**config.mk**
```make
export PLATFORM = sky130hd
export DESIGN_NAME = jump_ctrl
export DESIGN_NICKNAME = d
export VERILOG_FILES = /design/src/rtl/jump_ctrl.sv
export SDC_FILE = /design/constraint.sdc
export NUM_CORES = 1
export LEC_CHECK = 0
export CAP_MARGIN = 20
export CORE_MARGIN = 5
export CORE_UTILIZATION = 42
export CTS_CLUSTER_DIAMETER = 30
export DETAILED_ROUTE_END_ITERATION = 8
export HOLD_SLACK_MARGIN = 0.08
export MAX_ROUTING_LAYER = met4
export PLACE_DENSITY = 0.75
export SYNTH_ARGS = -nofsm -noshare
export SYNTH_HDL_FRONTEND = slang
export SYNTH_SLANG_ARGS = --single-unit
```
**constraint.sdc**
```tcl
create_clock -name clk -period 2 [get_ports clk]
set_clock_uncertainty 0.05 [all_clocks]
set_input_delay 0.4 -clock clk [delete_from_list [all_inputs] [get_ports clk]]
set_output_delay 0.4 -clock clk [all_outputs]
set_load 0.1 [all_outputs]
```
**src/rtl/jump_ctrl.sv**
```systemverilog
`default_nettype none
// ============================================================================
// Module   : jump_ctrl
// Purpose  : Execute-stage branch/jump resolver. Drives the fetch redirect
//            handshake and the post-redirect flush, and keeps branch statistics.
// Revision : 1.0 - initial release
// ============================================================================
module jump_ctrl #(
    parameter int XLEN         = 32,
    parameter int OPLEN        = 8,
    parameter int FLUSH_CYCLES = 2,
    parameter int CNT_W        = 16
) (
    input  logic              clk,
    input  logic              rst_n,
    input  logic              exec_valid,
    output logic              exec_ready,
    input  logic [1:0]        br_type,
    input  logic [OPLEN-1:0]  decoded_op_de,
    input  logic              jump_state_pre,
    input  logic [XLEN-1:0]   pc_de,
    input  logic [XLEN-1:0]   imm_de,
    input  logic [XLEN-1:0]   rs1data_de,
    output logic              redirect_req,
    output logic [XLEN-1:0]   redirect_pc,
    input  logic              redirect_ack,
    output logic              flush,
    output logic              illegal_br,
    output logic [CNT_W-1:0]  branch_cnt,
    output logic [CNT_W-1:0]  taken_cnt
);

    typedef enum logic [1:0] {
        IDLE     = 2'd0,
        REDIRECT = 2'd1,
        FLUSH    = 2'd2
    } state_t;

    localparam logic [3:0]       C_FLUSH_INIT = 4'(FLUSH_CYCLES);
    localparam logic [CNT_W-1:0] C_CNT_MAX    = '1;

    state_t            state_q, state_d;
    logic [3:0]        fcnt_q, fcnt_d;
    logic              req_q, req_d;
    logic [XLEN-1:0]   rpc_q, rpc_d;
    logic              flush_q, flush_d;
    logic              illegal_q, illegal_d;
    logic [CNT_W-1:0]  bcnt_q, bcnt_d;
    logic [CNT_W-1:0]  tcnt_q, tcnt_d;

    logic [2:0]        w_funct3;
    logic              w_accept;
    logic              w_f3_illegal;
    logic              w_cond_ok;
    logic              w_take;
    logic [XLEN-1:0]   w_target;
    logic              w_unused_op;

    assign w_funct3     = decoded_op_de[6:4];
    assign w_unused_op  = ^{decoded_op_de[OPLEN-1:7], decoded_op_de[3:0]};
    assign w_accept     = exec_valid & exec_ready;
    // funct3 010/011 are not branch encodings; the comparator output is ignored for them
    assign w_f3_illegal = (w_funct3[2:1] == 2'b01);
    assign w_cond_ok    = (br_type == 2'b01) & ~w_f3_illegal;
    assign w_take       = br_type[1] | (w_cond_ok & jump_state_pre);
    assign w_target     = (br_type == 2'b11) ? ((rs1data_de + imm_de) & ~XLEN'(1))
                                             : (pc_de + imm_de);

    always_comb begin
        state_d   = state_q;
        fcnt_d    = fcnt_q;
        req_d     = req_q;
        rpc_d     = rpc_q;
        flush_d   = flush_q;
        illegal_d = 1'b0;
        bcnt_d    = bcnt_q;
        tcnt_d    = tcnt_q;
        case (state_q)
            IDLE: begin
                if (w_accept) begin
                    if (w_cond_ok && bcnt_q != C_CNT_MAX) begin
                        bcnt_d = bcnt_q + CNT_W'(1);
                    end
                    if (br_type == 2'b01 && w_f3_illegal) begin
                        illegal_d = 1'b1;
                    end
                    if (w_take) begin
                        state_d = REDIRECT;
                        req_d   = 1'b1;
                        rpc_d   = w_target;
                        if (tcnt_q != C_CNT_MAX) begin
                            tcnt_d = tcnt_q + CNT_W'(1);
                        end
                    end
                end
            end
            REDIRECT: begin
                if (redirect_ack) begin
                    req_d = 1'b0;
                    if (C_FLUSH_INIT == 4'd0) begin
                        state_d = IDLE;
                    end else begin
                        state_d = FLUSH;
                        flush_d = 1'b1;
                        fcnt_d  = C_FLUSH_INIT;
                    end
                end
            end
            FLUSH: begin
                // fcnt_q holds the flush cycles still to run, including this one
                fcnt_d = fcnt_q - 4'd1;
                if (fcnt_q == 4'd1) begin
                    state_d = IDLE;
                    flush_d = 1'b0;
                end
            end
            default: begin
                state_d = IDLE;
                req_d   = 1'b0;
                flush_d = 1'b0;
            end
        endcase
    end

    always_ff @(posedge clk or negedge rst_n) begin
        if (!rst_n) begin
            state_q   <= IDLE;
            fcnt_q    <= 4'd0;
            req_q     <= 1'b0;
            rpc_q     <= '0;
            flush_q   <= 1'b0;
            illegal_q <= 1'b0;
            bcnt_q    <= '0;
            tcnt_q    <= '0;
        end else begin
            state_q   <= state_d;
            fcnt_q    <= fcnt_d;
            req_q     <= req_d;
            rpc_q     <= rpc_d;
            flush_q   <= flush_d;
            illegal_q <= illegal_d;
            bcnt_q    <= bcnt_d;
            tcnt_q    <= tcnt_d;
        end
    end

    assign exec_ready   = (state_q == IDLE);
    assign redirect_req = req_q;
    assign redirect_pc  = rpc_q;
    assign flush        = flush_q;
    assign illegal_br   = illegal_q;
    assign branch_cnt   = bcnt_q;
    assign taken_cnt    = tcnt_q;

endmodule
`default_nettype wire

```
==> impl_metrics.tcl <==
set metrics [dict create \
    timing_max_transition_violations_final 0 \
    totalWireLength_um 27030 \
    avgSynthCellArea_um2 8.571 \
    syn_to_final_growth_pct 88.36 \
    setup_slack_of_the_most_critical_reg_to_reg_path_ns -0.16 \
    clock_latency_ns 0.34 \
    switching_share_pct 49.94 \
    number_of_i_o_port_buffers 172 \
    cellPowerDensity_nw_per_um2 1060 \
    cellInternalPower_w 0.006299 \
    yosys_warnings 0 \
    vias 7806 \
    min_delay_worst_endpoint "redirect_pc[0]$_DFFE_PN0P_" \
    slew_limit_headroom_pct 68.63 \
    ys_seq_elements 73 \
    fillerInstances 806 \
    die_width_um 132.5 \
    drv.max_cap_violation_count 0 \
    fin_crit_ns 2.725 \
    grt_setup_unrepaired "yes" \
    hold_viol_final 0 \
    cts_max_path_buffers 2 \
    worst-slew-pin-transition_ns 0.4656 \
    overall_fraction_of_global_route_tracks_in_use_pct 27.16 \
    end_kind "flip-flop" \
    synth_top_flop_cell "sky130_fd_sc_hd__dfrtp_1" \
    final_design_area_no_fill_um2 11870 \
    postPlaceCellArea_um2 10320 \
    asyncSetResetFlopFracSynth_pct 100.0 \
    synth_largest_area_cell "sky130_fd_sc_hd__dfrtp_1" \
    cts.reportedPaths.clkPinSlew_ns 0.06 \
    setup.worst_path.class "input pin to flip-flop" \
    final.setup.tns_ns -13.05 \
    mappedNetlistArea_um2 6300 \
    total_power_w 0.01258 \
    detail_route.vias_per_cell 5.905 \
    p_leak_nw 5.343 \
    violations "setup timing" \
    postSynthCellCount 735 \
    floorplan.die_area_um2 17550 \
    drt_iter0_markers 706 \
    ff_latch_area_um2 1876 \
    tritoncts_num_sinks 73 \
    ctsRootBufferMaster "sky130_fd_sc_hd__clkbuf_16" \
    mostFrequentLayoutCell "sky130_fd_sc_hd__buf_4" \
    cts_made_buffers 9 \
    vias_in_the_first_global_route 7643 \
    grt_max_degree 43 \
    multi_input_area_um2 5440 \
    postLayoutSetupSlackWorst_ns -0.7250 \
    finalCritPeriodShare_pct 136.2 \
    clock_tree_from_tritoncts "yes" \
    drive_gt1_share_pct 46.40 \
    fin_worst_hold_slack_ns 0.3539 \
    insertedDiodeCount 0 \
    max_freq_ghz 0.3670 \
    drc_errors 0 \
    min_path_cells 4 \
    worstPathArrival_ns 2.89 \
    power_frac_seq_pct 19.6 \
    grt_first_pass_wirelength_um 38030 \
    detail_route.first_pass.iterations 5 \
    worst_ep_required_time_ns 2.16 \
    dp.final_hpwl_um 17610 \
    drt-wirelength-per-cell_um 20.45 \
    timing.rr.start "state_q[1]$_DFFE_PN0P_" \
    global_placement_routability_congestion 0.9199 \
    ctsHtreeMaxLevel 3 \
    die_height_um 132.5 \
    drtAntennaViolNets 0 \
    power_switching_w 0.006283 \
    dpl_worst_slack_ns -1.391 \
    worstHoldPathType "input pin to flip-flop" \
    design.core.area_um2 14640 \
    antenna_found_initial 0 \
    number_of_nets_in_the_finished_design 1311 \
    reg2reg_depth 7 \
    worst_r2r_endpoint "branch_cnt[11]$_DFFE_PN0P_" \
    setup_viol 34 \
    synth_seq_area_share_pct 29.00 \
    startpoint_types "input pin" \
    top_level_ports 179 \
    initial_utilization_pct 43.02 \
    grt.overflow.total 0 \
    hold_path_startpoint "pc_de[0]" \
    synth_top_area_share_pct 29.00 \
    yosys.cell_types.count 63 \
    netlist_top_cells_area "sky130_fd_sc_hd__dfrtp_1 (29%), sky130_fd_sc_hd__ha_1 (13%), sky130_fd_sc_hd__xnor2_1 (8.2%)" \
    worstPathMaxFanout 3 \
    layout_common_cells "sky130_fd_sc_hd__buf_4 (248), sky130_fd_sc_hd__nand2_1 (69), sky130_fd_sc_hd__xnor2_1 (48)" \
    power_frac_comb_pct 64.2 \
    max-vdd-ir-drop_uv 693.6 \
    p_clk_share_pct 16.2 \
    run_status "finished, violations left" \
    synth_nets 913 \
    synth_enable_flop_cells 0 \
    fp-row-count 44 \
]
## sequential cells by signal, summed over array words and instances (netlist names)
signal / count
branch_cnt: 16
redirect_pc: 32
illegal_br: 1
state_q: 2
flush: 1
taken_cnt: 16
fcnt_q: 4
redirect_req: 1
## logic make-up (layout without fill, tap and decap cells)
group	after synthesis	count (layout)	synth area share (%)
compound gates	230	230	24.49
xor+xnor	86	86	11.96
fa+ha+maj	67	67	13.55
buf+inv	35	438	2.085
flops	73	73	29.00
mux	5	5	0.8342
simple gates	239	239	18.09
## per-layer routing
metal	GRT usage [%]	part of all wire [%]	vias up
met3	3.341	6.1	140
met5	-	0	-
met1	32.53	39	3727
met2	47.33	50	446
li1	-	-	3493
met4	9.296	5.0	0
## metrics by stage
stage,cells,utilization (%)
2_1_floorplan,735,-
3_3_place_gp,1269,70.50
3_5_place_dp,1269,70.50
4_1_cts,1315,78.09
5_1_grt,1322,81.03
6_report,1322,81.03
## critical path, stage by stage
cell and delay [ns]:
sky130_fd_sc_hd__buf_8 0.10, sky130_fd_sc_hd__ha_4 0.17, sky130_fd_sc_hd__fa_2 0.38, sky130_fd_sc_hd__a211oi_4 0.30, sky130_fd_sc_hd__nor2_2 0.10, sky130_fd_sc_hd__o31a_1 0.27, sky130_fd_sc_hd__a41o_1 0.28, sky130_fd_sc_hd__buf_6 0.15
sky130_fd_sc_hd__buf_6 0.11, sky130_fd_sc_hd__a21o_1 0.15, sky130_fd_sc_hd__a21oi_2 0.13, sky130_fd_sc_hd__xor2_1 0.23, sky130_fd_sc_hd__o21ai_1 0.09
## synth_stat cells (all sizes together) (12+ instances only)
library cell and n:
clkbuf 24, nand4 17, nand3 29, a21oi 60, nor3 13, ha 65, nor2 55, a21o 29
dfrtp 73, o21ai 48, nor2b 17, a31oi 12, xor2 27, xnor2 59, nand2 73
## cell type report
class | instances | share of cell area (%)
Multi-Input combinational cell | 627 | 45.85
Timing Repair Buffer | 412 | 32.89
Sequential cell | 73 | 15.81
Clock buffer | 11 | 2.130
Tap cell | 184 | 1.940
Clock inverter | 5 | 1.054
Inverter | 10 | 0.3374
## power groups by stage
stage	logic (W)	clock network [W]	registers, W
final	0.00808	0.00204	0.00246
after floorplan	0.00178	0	0.00524
after detailed placement	0.00743	0	0.00245
after global placement	0.00732	0	0.00243
after CTS	0.00772	0.00205	0.00244
after global routing	0.00835	0.00212	0.00252
## how the worst max path moves through the flow
stage / to / start
6_report: redirect_pc[12]$_DFFE_PN0P_ / imm_de[0]
5_1_grt: redirect_pc[30]$_DFFE_PN0P_ / imm_de[23]
4_1_cts: redirect_pc[26]$_DFFE_PN0P_ / rs1data_de[0]
3_5_place_dp: redirect_pc[31]$_DFFE_PN0P_ / pc_de[1]
3_3_place_gp: redirect_pc[31]$_DFFE_PN0P_ / pc_de[1]
2_1_floorplan: redirect_pc[31]$_DFFE_PN0P_ / pc_de[1]
## timing repair
| item | in CTS | in global routing |
|---|---|---|
| resized for setup | 211 | 94 |
| setup buffers | 30 | 14 |
| cloned | 0 | 0 |
| endpoints found under the setup margin | 54 | 54 |
| hold buffers | 1 | 0 |
| hold endpoints to repair | 31 | 0 |
| pin swaps | 98 | 88 |
No activity file was read; power rests on OpenSTA's default activity.
